--- src/rtl/id_ex_pipe_reg.sv ---
// ID->EX pipeline register: valid/ready handshake with a one-entry skid buffer,
// registered in_ready, synchronous flush and a saturating bubble counter.
module id_ex_pipe_reg #(
  parameter int DATA_W = 32,
  parameter int RD_W   = 5,
  parameter int CNT_W  = 16
) (
  input  logic              CLOCK,
  input  logic              RESET,
  input  logic              flush,
  input  logic              in_valid,
  output logic              in_ready,
  input  logic [DATA_W-1:0] in_data_1,
  input  logic [DATA_W-1:0] in_data_2,
  input  logic [RD_W-1:0]   in_rd,
  output logic              out_valid,
  input  logic              out_ready,
  output logic [DATA_W-1:0] out_data_1,
  output logic [DATA_W-1:0] out_data_2,
  output logic [RD_W-1:0]   out_rd,
  output logic [CNT_W-1:0]  bubble_count
);

  localparam int PAY_W = 2 * DATA_W + RD_W;

  typedef enum logic [1:0] {
    ST_EMPTY = 2'd0,
    ST_ONE   = 2'd1,
    ST_FULL  = 2'd2
  } state_t;

  state_t             state_q, state_d;
  logic [PAY_W-1:0]   main_q, main_d;
  logic [PAY_W-1:0]   skid_q, skid_d;
  logic               in_ready_q, in_ready_d;
  logic [CNT_W-1:0]   bubble_q, bubble_d;

  logic [PAY_W-1:0]   in_payload;
  logic               fire_in;
  logic               fire_out;
  logic               bubble_inc;

  assign in_payload = {in_data_1, in_data_2, in_rd};
  assign fire_in    = in_valid & in_ready_q;
  assign fire_out   = out_valid & out_ready;

  // State register
  always_ff @(posedge CLOCK) begin
    if (RESET) begin
      state_q    <= ST_EMPTY;
      in_ready_q <= 1'b1;
      main_q     <= '0;
      skid_q     <= '0;
      bubble_q   <= '0;
    end else begin
      state_q    <= state_d;
      in_ready_q <= in_ready_d;
      main_q     <= main_d;
      skid_q     <= skid_d;
      bubble_q   <= bubble_d;
    end
  end

  // Next-state and datapath steering
  always_comb begin
    state_d = state_q;
    main_d  = main_q;
    skid_d  = skid_q;
    unique case (state_q)
      ST_EMPTY: begin
        if (fire_in) begin
          state_d = ST_ONE;
          main_d  = in_payload;
        end
      end
      ST_ONE: begin
        if (fire_in && fire_out) begin
          main_d = in_payload;
        end else if (fire_in) begin
          state_d = ST_FULL;
          skid_d  = in_payload;
        end else if (fire_out) begin
          state_d = ST_EMPTY;
        end
      end
      ST_FULL: begin
        // Skid entry is always younger than main, so it only ever refills main.
        if (out_ready) begin
          state_d = ST_ONE;
          main_d  = skid_q;
        end
      end
      default: state_d = ST_EMPTY;
    endcase
    // Flush squashes occupancy and any same-cycle input; data regs keep contents.
    if (flush) begin
      state_d = ST_EMPTY;
      main_d  = main_q;
      skid_d  = skid_q;
    end
  end

  // in_ready is a pure function of the next state so it can be registered.
  always_comb begin
    in_ready_d = (state_d != ST_FULL);
  end

  assign bubble_inc = out_ready & ~out_valid & ~flush;

  always_comb begin
    bubble_d = bubble_q;
    if (bubble_inc && (bubble_q != {CNT_W{1'b1}})) begin
      bubble_d = bubble_q + 1'b1;
    end
  end

  // Output process
  always_comb begin
    out_valid    = (state_q != ST_EMPTY);
    in_ready     = in_ready_q;
    out_data_1   = main_q[PAY_W-1 -: DATA_W];
    out_data_2   = main_q[RD_W +: DATA_W];
    out_rd       = main_q[RD_W-1:0];
    bubble_count = bubble_q;
  end

endmodule

--- config.mk ---
export PLATFORM = sky130hd
export DESIGN_NAME = id_ex_pipe_reg
export DESIGN_NICKNAME = d
export VERILOG_FILES = /design/src/rtl/id_ex_pipe_reg.sv
export SDC_FILE = /design/constraint.sdc
export NUM_CORES = 1
export LEC_CHECK = 0
export BUFFER_PORTS_ARGS = -buffer_cell sky130_fd_sc_hd__buf_2
export CAP_MARGIN = 20
export CORE_MARGIN = 2
export CORE_UTILIZATION = 45
export DETAILED_ROUTE_END_ITERATION = 8
export PLACE_DENSITY_LB_ADDON = 0.15
export SYNTH_ARGS = -nofsm -noshare
export SYNTH_HDL_FRONTEND = slang
export SYNTH_SLANG_ARGS = --single-unit
--- constraint.sdc ---
create_clock -name CLOCK -period 2.25 [get_ports CLOCK]
set_input_delay 0.45 -clock CLOCK [delete_from_list [all_inputs] [get_ports CLOCK]]
set_output_delay 0.45 -clock CLOCK [all_outputs]
set_load 0.005 [all_outputs]
==> results of run 1 <==
[area by class of cell]
cell class | count | area share [%]
multi-input cells | 574 | 40.8
flip-flops and latches | 157 | 36.2
clock inverters | 6 | 1.54
repair buffers | 186 | 13.2
inverters | 2 | 0.0864
clock buffers | 24 | 5.55
well taps | 188 | 2.71
[cells in the mapped netlist, types with 3 or more instances]
| library cell | count | share of area, % |
|---|---|---|
| a21oi_1 | 79 | 5.7 |
| buf_2 | 3 | 0.21 |
| clkbuf_1 | 77 | 4.1 |
| dfxtp_1 | 157 | 45 |
| mux2i_1 | 70 | 10 |
| nand2_1 | 144 | 7.7 |
| nand3_1 | 5 | 0.36 |
| nand4_1 | 6 | 0.54 |
| nor2_1 | 7 | 0.38 |
| nor2b_1 | 71 | 6.4 |
| nor3_1 | 4 | 0.29 |
| nor4_1 | 4 | 0.36 |
| o21ai_0 | 78 | 5.6 |
| o41ai_1 | 71 | 8.9 |
| or3_1 | 6 | 0.54 |
[power by group through the flow]
stage,Sequential [mW],Combinational (mW),Clock [mW]
floorplan,2.96,0.289,0
finish,2.90,0.544,3.01
global route,2.90,0.603,3.20
detailed placement,2.96,0.547,0
global placement,2.95,0.545,0
CTS,2.90,0.549,3.08
[critical path: stages, from the launching register on]
cell and delay (ns):
dfxtp_1 0.39, or4b_4 0.56, or3_4 0.37, or4_1 0.48
a21oi_1 0.15
[kinds of logic (layout without fill, tap and decap cells)]
logic type | after synthesis | after routing | synth area share [%]
adders and majority gates | 1 | 1 | 0.179
xor gates and xnor gates | 2 | 2 | 0.250
buffers and inverters | 83 | 218 | 4.62
AOI/OAI and AO/OA | 238 | 238 | 21.4
DFF | 157 | 157 | 44.9
and+or+nand+nor | 263 | 263 | 18.6
muxes | 70 | 70 | 10.0
[flip-flops by register name, indices dropped and copies added (netlist names)]
signal	cells
in_ready	1
skid_q	69
state_q	2
main_q	69
bubble_count	16
[metal layers]
| metal | global-route usage [%] | vias up | routed length [um] |
|---|---|---|---|
| met5 | 0 | - | 0 |
| met4 | 5.63 | 0 | 226 |
| met3 | 6.86 | 18 | 1050 |
| met2 | 34.6 | 138 | 7740 |
| met1 | 25.3 | 2833 | 7810 |
| li1 | - | 3165 | - |
[final timing paths]
check | depth (start not counted) | from | to | slack [ns]
hold / removal | 3 | in_rd[4] | skid_q[4] | 0.27
setup / recovery | 4 | state_q[0] | bubble_count[15] | 0.25
setup reg to reg | 4 | state_q[0] | bubble_count[15] | 0.25
hold reg to reg | 2 | skid_q[47] | skid_q[47] | 0.45
==> metrics.yaml, run 1 <==
status: "completed"
cts_tree: "done"
cp_max_fo: 7
syn_area_per_cell_sq_um: 8.59
routed_wl_um: 16800
place_inst: 1107
antenna_found_initial: 0
syn_area_sq_mm: 0.00699
placed_area_sq_mm: 0.00807
yosys_warnings: 0
gp_congestion: 0.795
fin_total_pwr_mw: 6.44
finalWorstSetupSlack_ns: 0.253
vias_per_cell: 5.41
worstPathRequired_ns: 2.60
max_slew.worst_pin.slew_ns: 0.703
period_minus_slack_ns: 2.00
wl_per_cell_um: 14.8
synth_top_flop_cell: "dfxtp_1"
cts_made_buffers: 17
final_util_pct: 57.1
p_per_area_mw_per_mm2: 742
grt_first_pass_wirelength_um: 27600
cp-end-kind: "register"
critPathArrivalTime_ns: 2.35
syn_nets: 889
cts_max_path_buffers: 2
htree_levels: 4
drive_gt1_share_pct: 23.7
fp.dieH_um: 129
design_area_sq_mm: 0.00868
firstDrtPassIters: 5
setup_viol: 0
clock-sinks: 157
clkLatencyLatePin_ns: 0.42
multi_input_area_sq_mm: 0.00354
dr_total_vias: 6154
whs_ns: 0.274
grt_pass1_vias: 5707
synth_edf_count: 0
start_util_pct: 46.0
area_delta_synth_final_pct: 24.2
pin_count: 161
grt_max_degree: 142
cts_setup_buffers: 0
skew_ns: 0.00870
cts_root_buf: "clkbuf_16"
postCtsHoldBufs: 0
syn-instance-count: 814
hold_violations: 0
antennaDiodeCount: 0
async_flop_share_pct: 0
drv_slew: 0
power.clock.fraction_pct: 46.6
ant_nets: 0
leakage_nw: 3.85
cap_violations: 0
ctsResizeCount: 0
ir_drop_mv: 0.533
critPathLaunchType: "register"
seq_area_sq_mm: 0.00314
dieArea_sq_mm: 0.0166
power.switching_mw: 1.41
first_iter_violations: 345
fin_cells: 1137
max_freq_mhz: 501
rows: 45
fin_tns_setup_ns: 0
mostFrequentLayoutCell: "buf_2"
hp-class: "in -> reg"
ys_ff_latch: 157
period_share_pct: 88.7
power_frac_seq_pct: 44.9
route.detailed.drc: 0
grt-ovfl-total: 0
combPwrFrac_pct: 8.4
rsz0062_at_grt: "no"
final_cell_mix: "buf_2 (158), dfxtp_1 (157), nand2_1 (144)"
p_int_mw: 5.03
grt_usage_pct: 20.6
fin_nets: 1013
crit_type: "reg -> reg"
port_buffers: 160
yosysSeqAreaShare_pct: 44.9
swShare_pct: 21.9
slew-limit-headroom_pct: 52.6
dp_slack_ns: 0.0804
cts.clk_slew.worst_paths_ns: 0.06
core_sq_mm: 0.0152
fillers: 1393
die_w_um: 129
dp_hpwl_um: 10700
synth_cell_types: 39
(Power assumes the default switching activity.)
==> run 2: changes to the inputs <==
--- a/config.mk
+++ b/config.mk
@@ -5,10 +5,10 @@
 export SDC_FILE = /design/constraint.sdc
 export NUM_CORES = 1
 export LEC_CHECK = 0
-export BUFFER_PORTS_ARGS = -buffer_cell sky130_fd_sc_hd__buf_2
+export BUFFER_PORTS_ARGS = -buffer_cell sky130_fd_sc_hd__clkbuf_2
 export CAP_MARGIN = 20
 export CORE_MARGIN = 2
-export CORE_UTILIZATION = 45
+export CORE_UTILIZATION = 58
 export DETAILED_ROUTE_END_ITERATION = 8
 export PLACE_DENSITY_LB_ADDON = 0.15
 export SYNTH_ARGS = -nofsm -noshare
==> constraint.sdc (replaced) <==
create_clock -name CLOCK -period 2.5 [get_ports CLOCK]
set_input_delay 0.5 -clock CLOCK [delete_from_list [all_inputs] [get_ports CLOCK]]
set_output_delay 0.5 -clock CLOCK [all_outputs]
set_load 0.005 [all_outputs]
==> metrics.yaml, run 2 (synthesized netlist as in run 1, its figures left out) <==
status: "completed"
grt_first_pass_wirelength_um: 28500
cts_max_path_buffers: 2
crit_family: "simple AND/OR/NAND/NOR gates"
cp_max_fo: 10
grt-ovfl-total: 0
grt_usage_pct: 27.3
vias_per_cell: 5.89
slew-limit-headroom_pct: 61.1
slowest_delay_ns: 0.62
clkLatencyLatePin_ns: 0.42
critPathArrivalTime_ns: 2.46
fin_tns_setup_ns: 0
ctsResizeCount: 0
critical_path_buf_inv_count: 0
critPathLaunchType: "register"
drv_slew: 0
hp-class: "in -> reg"
clock-sinks: 157
ant_nets: 0
antenna_found_initial: 0
crit_type: "reg -> reg"
hold_violations: 0
leakage_nw: 3.71
rsz0062_at_grt: "no"
max_freq_mhz: 474
core_sq_mm: 0.0119
firstDrtPassIters: 5
path_cells: "or4b_4 -> or3_4 -> or4_1 -> a21oi_1"
rows: 40
dieArea_sq_mm: 0.0130
gp_congestion: 0.779
placed_area_sq_mm: 0.00792
final_cell_mix: "clkbuf_2 (158), dfxtp_1 (157), nand2_1 (144)"
grt_pass1_vias: 5918
r2r_start: "state_q[1]"
postCtsHoldBufs: 0
cts.clk_slew.worst_paths_ns: 0.06
r2r_end: "bubble_count[15]"
ir_drop_mv: 0.401
cts_setup_buffers: 0
fp.dieH_um: 114
wl_per_cell_um: 16.1
cts_root_buf: "clkbuf_16"
grt_max_degree: 127
place_inst: 1059
hold_path_end: "skid_q[34]"
routed_wl_um: 17500
die_w_um: 114
period_share_pct: 84.4
fin_cells: 1089
htree_levels: 4
setup_viol: 0
cp-end-kind: "register"
skew_ns: 0.00598
route.detailed.drc: 0
cap_violations: 0
drive_gt1_share_pct: 22.8
r2r_cells: 4
final_util_pct: 70.9
crit_path_top_delay_cell: "or4b_4"
first_iter_violations: 485
area_delta_synth_final_pct: 20.8
design_area_sq_mm: 0.00845
min-delay-start: "in_data_2[29]"
dr_total_vias: 6412
start_util_pct: 58.7
antennaDiodeCount: 0
dp_hpwl_um: 11000
worstPathRequired_ns: 2.85
pin_count: 161
cts_tree: "done"
period_minus_slack_ns: 2.11
cts_made_buffers: 17
hold_path_depth: 3
fin_nets: 1007
mostFrequentLayoutCell: "clkbuf_2"
r2r_slack_ns: 0.39
max_slew.worst_pin.slew_ns: 0.577
port_buffers: 160
p_per_area_mw_per_mm2: 634
-- run 2: cell count changes in the layout (fill, tap and decap cells not counted), sizes merged --
cell	before	now
bufinv	4	0
buf	186	22
clkbuf	24	185
-- run 2: how the worst max path moves through the flow --
stage               startpoint  cells after the start  slack, ns                to
detailed placement   out_ready                      5       0.24  bubble_count[15]
finish              state_q[1]                      4       0.39  bubble_count[15]
floorplan                flush                      5       0.33  bubble_count[15]
global placement     out_ready                      5       0.27  bubble_count[15]
CTS                 state_q[1]                      4       0.39  bubble_count[15]
global route        state_q[1]                      4       0.32  bubble_count[15]
-- run 2: cell type report --
class                      instances  area, sq um
clock buffer                      27          493
sequential                       157         3140
tap                              147          184
timing repair buffer             180         1070
clock inverter                     2         10.0
inverter                           2         7.51
multi-input combinational        574         3540
fill                             939         3470
-- run 2: routing by layer --
layer / part of all wire [%] / global-route usage [%] / wire [um]
met5: 0 / 0 / 0
met4: 1.6 / 9.43 / 278
met3: 6.7 / 7.39 / 1170
met2: 50 / 45.9 / 8690
met1: 42 / 33.9 / 7410
-- run 2: through the flow --
step	total power [mW]	hold slack (ns)	setup slack, ns
global route	5.53	0.313	0.320
detailed placement	3.14	0.446	0.240
floorplan	2.92	0.436	0.331
global placement	3.12	0.441	0.272
CTS	5.37	0.301	0.393
finish	5.35	0.311	0.390
-- run 2: power by group --
part,switching [mW],internal (mW),total (mW)
combinational,0.279,0.203,0.482
sequential,0.0392,2.57,2.61
clock,0.927,1.33,2.26
total,1.25,4.11,5.35
-- run 2: tightest hold or removal path, delay by kind of cell --
kind / cells / cell delay [ns]
buffers and inverters: 1 / 0.09
AO/OA/AOI/OAI: 1 / 0.05
AND/OR/NAND/NOR: 1 / 0.05
==> run 3: changes to the inputs <==
--- a/config.mk
+++ b/config.mk
@@ -5,10 +5,11 @@
 export SDC_FILE = /design/constraint.sdc
 export NUM_CORES = 1
 export LEC_CHECK = 0
+export ABC_AREA = 1
 export BUFFER_PORTS_ARGS = -buffer_cell sky130_fd_sc_hd__clkbuf_2
 export CAP_MARGIN = 20
 export CORE_MARGIN = 2
-export CORE_UTILIZATION = 58
+export CORE_UTILIZATION = 48
 export DETAILED_ROUTE_END_ITERATION = 8
 export PLACE_DENSITY_LB_ADDON = 0.15
 export SYNTH_ARGS = -nofsm -noshare
==> constraint.sdc (replaced) <==
create_clock -name CLOCK -period 1.8 [get_ports CLOCK]
set_input_delay 0.36 -clock CLOCK [delete_from_list [all_inputs] [get_ports CLOCK]]
set_output_delay 0.36 -clock CLOCK [all_outputs]
set_load 0.005 [all_outputs]
==> metrics.yaml, run 3 <==
hp-class: "in -> reg"
grt_max_degree: 99
fin_nets: 1132
cap_violations: 0
p_per_area_mw_per_mm2: 953
hold_violations: 0
routed_wl_um: 16400
skew_ns: 0.00690
r2r_start: "state_q[0]"
clock-sinks: 157
synth_top_family_by_area: "compound AO/OA/AOI/OAI gates"
htree_levels: 4
r2r_cells: 6
dieArea_sq_mm: 0.0148
period_minus_slack_ns: 1.62
cts_tree: "done"
core_sq_mm: 0.0133
antenna_found_initial: 0
synth_cell_types: 24
cp-end-kind: "register"
fillers: 1281
synth_xor_area_share_pct: 0.792
drive_gt1_share_pct: 20.8
fin_tns_setup_ns: 0
route.detailed.drc: 0
gp_congestion: 0.780
die_w_um: 122
slew-limit-headroom_pct: 71.7
grt_usage_pct: 22.7
syn_area_sq_mm: 0.00663
r2r_end: "skid_q[18]"
cts_setup_buffers: 0
yosysTopAreaCell: "dfxtp_1"
period_share_pct: 90.2
grt_pass1_vias: 5550
clkLatencyLatePin_ns: 0.42
power_frac_seq_pct: 46.2
netlist_top_cells_area: "dfxtp_1 (47%), a21oi_1 (11%), nand2_1 (11%), o21ai_0 (10%), nand3_1 (6.0%)"
firstDrtPassIters: 5
setup_viol: 0
synth_edf_count: 0
postCtsHoldBufs: 0
synthAdderAreaFrac_pct: 0.189
vias_per_cell: 5.06
wl_per_cell_um: 13.2
dp_slack_ns: 0.164
dp_hpwl_um: 10400
ys_ff_latch: 157
yosys.area.top_type_share_pct: 47.4
power.clock.fraction_pct: 45.2
cts.clk_slew.worst_paths_ns: 0.06
combPwrFrac_pct: 8.6
async_flop_share_pct: 0
r2r_slack_ns: 0.18
critPathLaunchType: "register"
syn_area_per_cell_sq_um: 7.15
grt-ovfl-total: 0
final_cell_mix: "nand2_1 (192), clkbuf_2 (159), dfxtp_1 (157)"
cts_max_path_buffers: 2
antennaDiodeCount: 0
syn-instance-count: 928
muxShareOfSynthArea_pct: 0
swShare_pct: 22.6
cts_made_buffers: 17
cts_root_buf: "clkbuf_16"
mostFrequentLayoutCell: "nand2_1"
max_slew.worst_pin.slew_ns: 0.424
rsz0062_at_grt: "no"
finalWorstSetupSlack_ns: 0.176
ant_nets: 0
drv_slew: 0
port_buffers: 160
crit_start: "state_q[0]"
max_freq_mhz: 616
yosysSeqAreaShare_pct: 47.4
start_util_pct: 49.7
p_int_mw: 6.08
cp_max_fo: 98
critPathArrivalTime_ns: 1.91
seq_area_sq_mm: 0.00314
first_iter_violations: 396
worstPathRequired_ns: 2.09
ctsResizeCount: 0
critPathCapture: "skid_q[18]"
area_delta_synth_final_pct: 24.1
synthSimpleGateAreaFrac_pct: 20.2
crit_type: "reg -> reg"
final_util_pct: 61.7
power.switching_mw: 1.77
yosys_warnings: 0
ir_drop_mv: 0.539
dr_total_vias: 6294
leakage_nw: 3.45
synth_most_common_cell: "nand2_1"
synth_compound_area_share_pct: 22.2
netlist_top_cells_count: "nand2_1 (194), dfxtp_1 (157), a21oi_1 (151)"
fp.dieH_um: 122
rows: 42
multi_input_area_sq_mm: 0.00290
pin_count: 161
status: "completed"
grt_first_pass_wirelength_um: 26900
synth_top_flop_cell: "dfxtp_1"
syn_nets: 1003
==> run 3: changes by cell type in the layout (fill, tap and decap cells not counted), moves of 5 or more <==
cell | before | now
nand3_1 | 5 | 80
inv_1 | 2 | 81
a21oi_1 | 79 | 151
mux2i_1 | 70 | 0
nor2b_1 | 71 | 0
nor2_1 | 7 | 27
inv_2 | 0 | 6
or3_1 | 6 | 0
o21ai_0 | 78 | 132
o21ai_1 | 0 | 8
o41ai_1 | 71 | 0
nand2_1 | 144 | 192
clkbuf_1 | 7 | 2
==> run 3: routing by layer <==
layer / vias up / track usage [%] / wire length (um)
li1: 3308 / - / -
met1: 2814 / 31.6 / 7870
met2: 162 / 35.0 / 7440
met3: 10 / 6.46 / 947
met4: 0 / 5.24 / 128
met5: - / 0 / 0
==> run 3: power groups by stage <==
stage	combinational [mW]	sequential (mW)	clock, mW
after floorplan	0.366	3.70	0
after global routing	0.762	3.64	3.77
after CTS	0.684	3.63	3.61
after detailed placement	0.679	3.70	0
final	0.677	3.63	3.55
after global placement	0.675	3.70	0
==> run 3: final cells by class <==
type	instances	area share [%]
multi-input cells	615	35.2
flip-flops and latches	157	38.2
well taps	176	2.67
clock buffers	21	5.59
inverters	87	3.97
repair buffers	179	13.0
clock inverters	8	1.43
==> run 3: logic make-up (layout without fill, tap and decap cells) <==
group,Yosys count,in the layout
AOI/OAI and AO/OA,293,293
adders and majority gates,1,1
buffers and inverters,156,295
DFF,157,157
xor gates and xnor gates,6,6
and+or+nand+nor,315,315
==> run 3: worst max-delay path, cell delays in order (launching register included) <==
cell and delay [ns]:
dfxtp_1 0.39, inv_2 0.08, nor3_1 0.35, nand2_4 0.12
buf_12 0.24, o21ai_0 0.24, a21oi_1 0.06
==> run 3: how the worst min path moves through the flow <==
stage             startpoint  slack [ns]  cells past startpoint         end
2_1_floorplan     skid_q[13]        0.42                      2  skid_q[13]
3_3_place_gp       skid_q[5]        0.43                      2   skid_q[5]
3_5_place_dp       skid_q[7]        0.44                      2   skid_q[7]
4_1_cts        in_data_1[16]        0.22                      3  skid_q[53]
5_1_grt        in_data_1[16]        0.24                      3  skid_q[53]
6_report       in_data_1[16]        0.23                      3  skid_q[53]
==> run 3: metrics by stage <==
| stage | power [mW] | cell area (sq um) | hold slack [ns] | std cells |
|---|---|---|---|---|
| 6_report | 7.85 | 8240 | 0.233 | 1243 |
| 5_1_grt | 8.17 | 8240 | 0.242 | 1243 |
| 4_1_cts | 7.92 | 8240 | 0.225 | 1243 |
| 3_5_place_dp | 4.38 | 7660 | 0.439 | 1214 |
| 3_3_place_gp | 4.38 | 7660 | 0.433 | 1214 |
| 2_1_floorplan | 4.07 | 6630 | 0.425 | 928 |
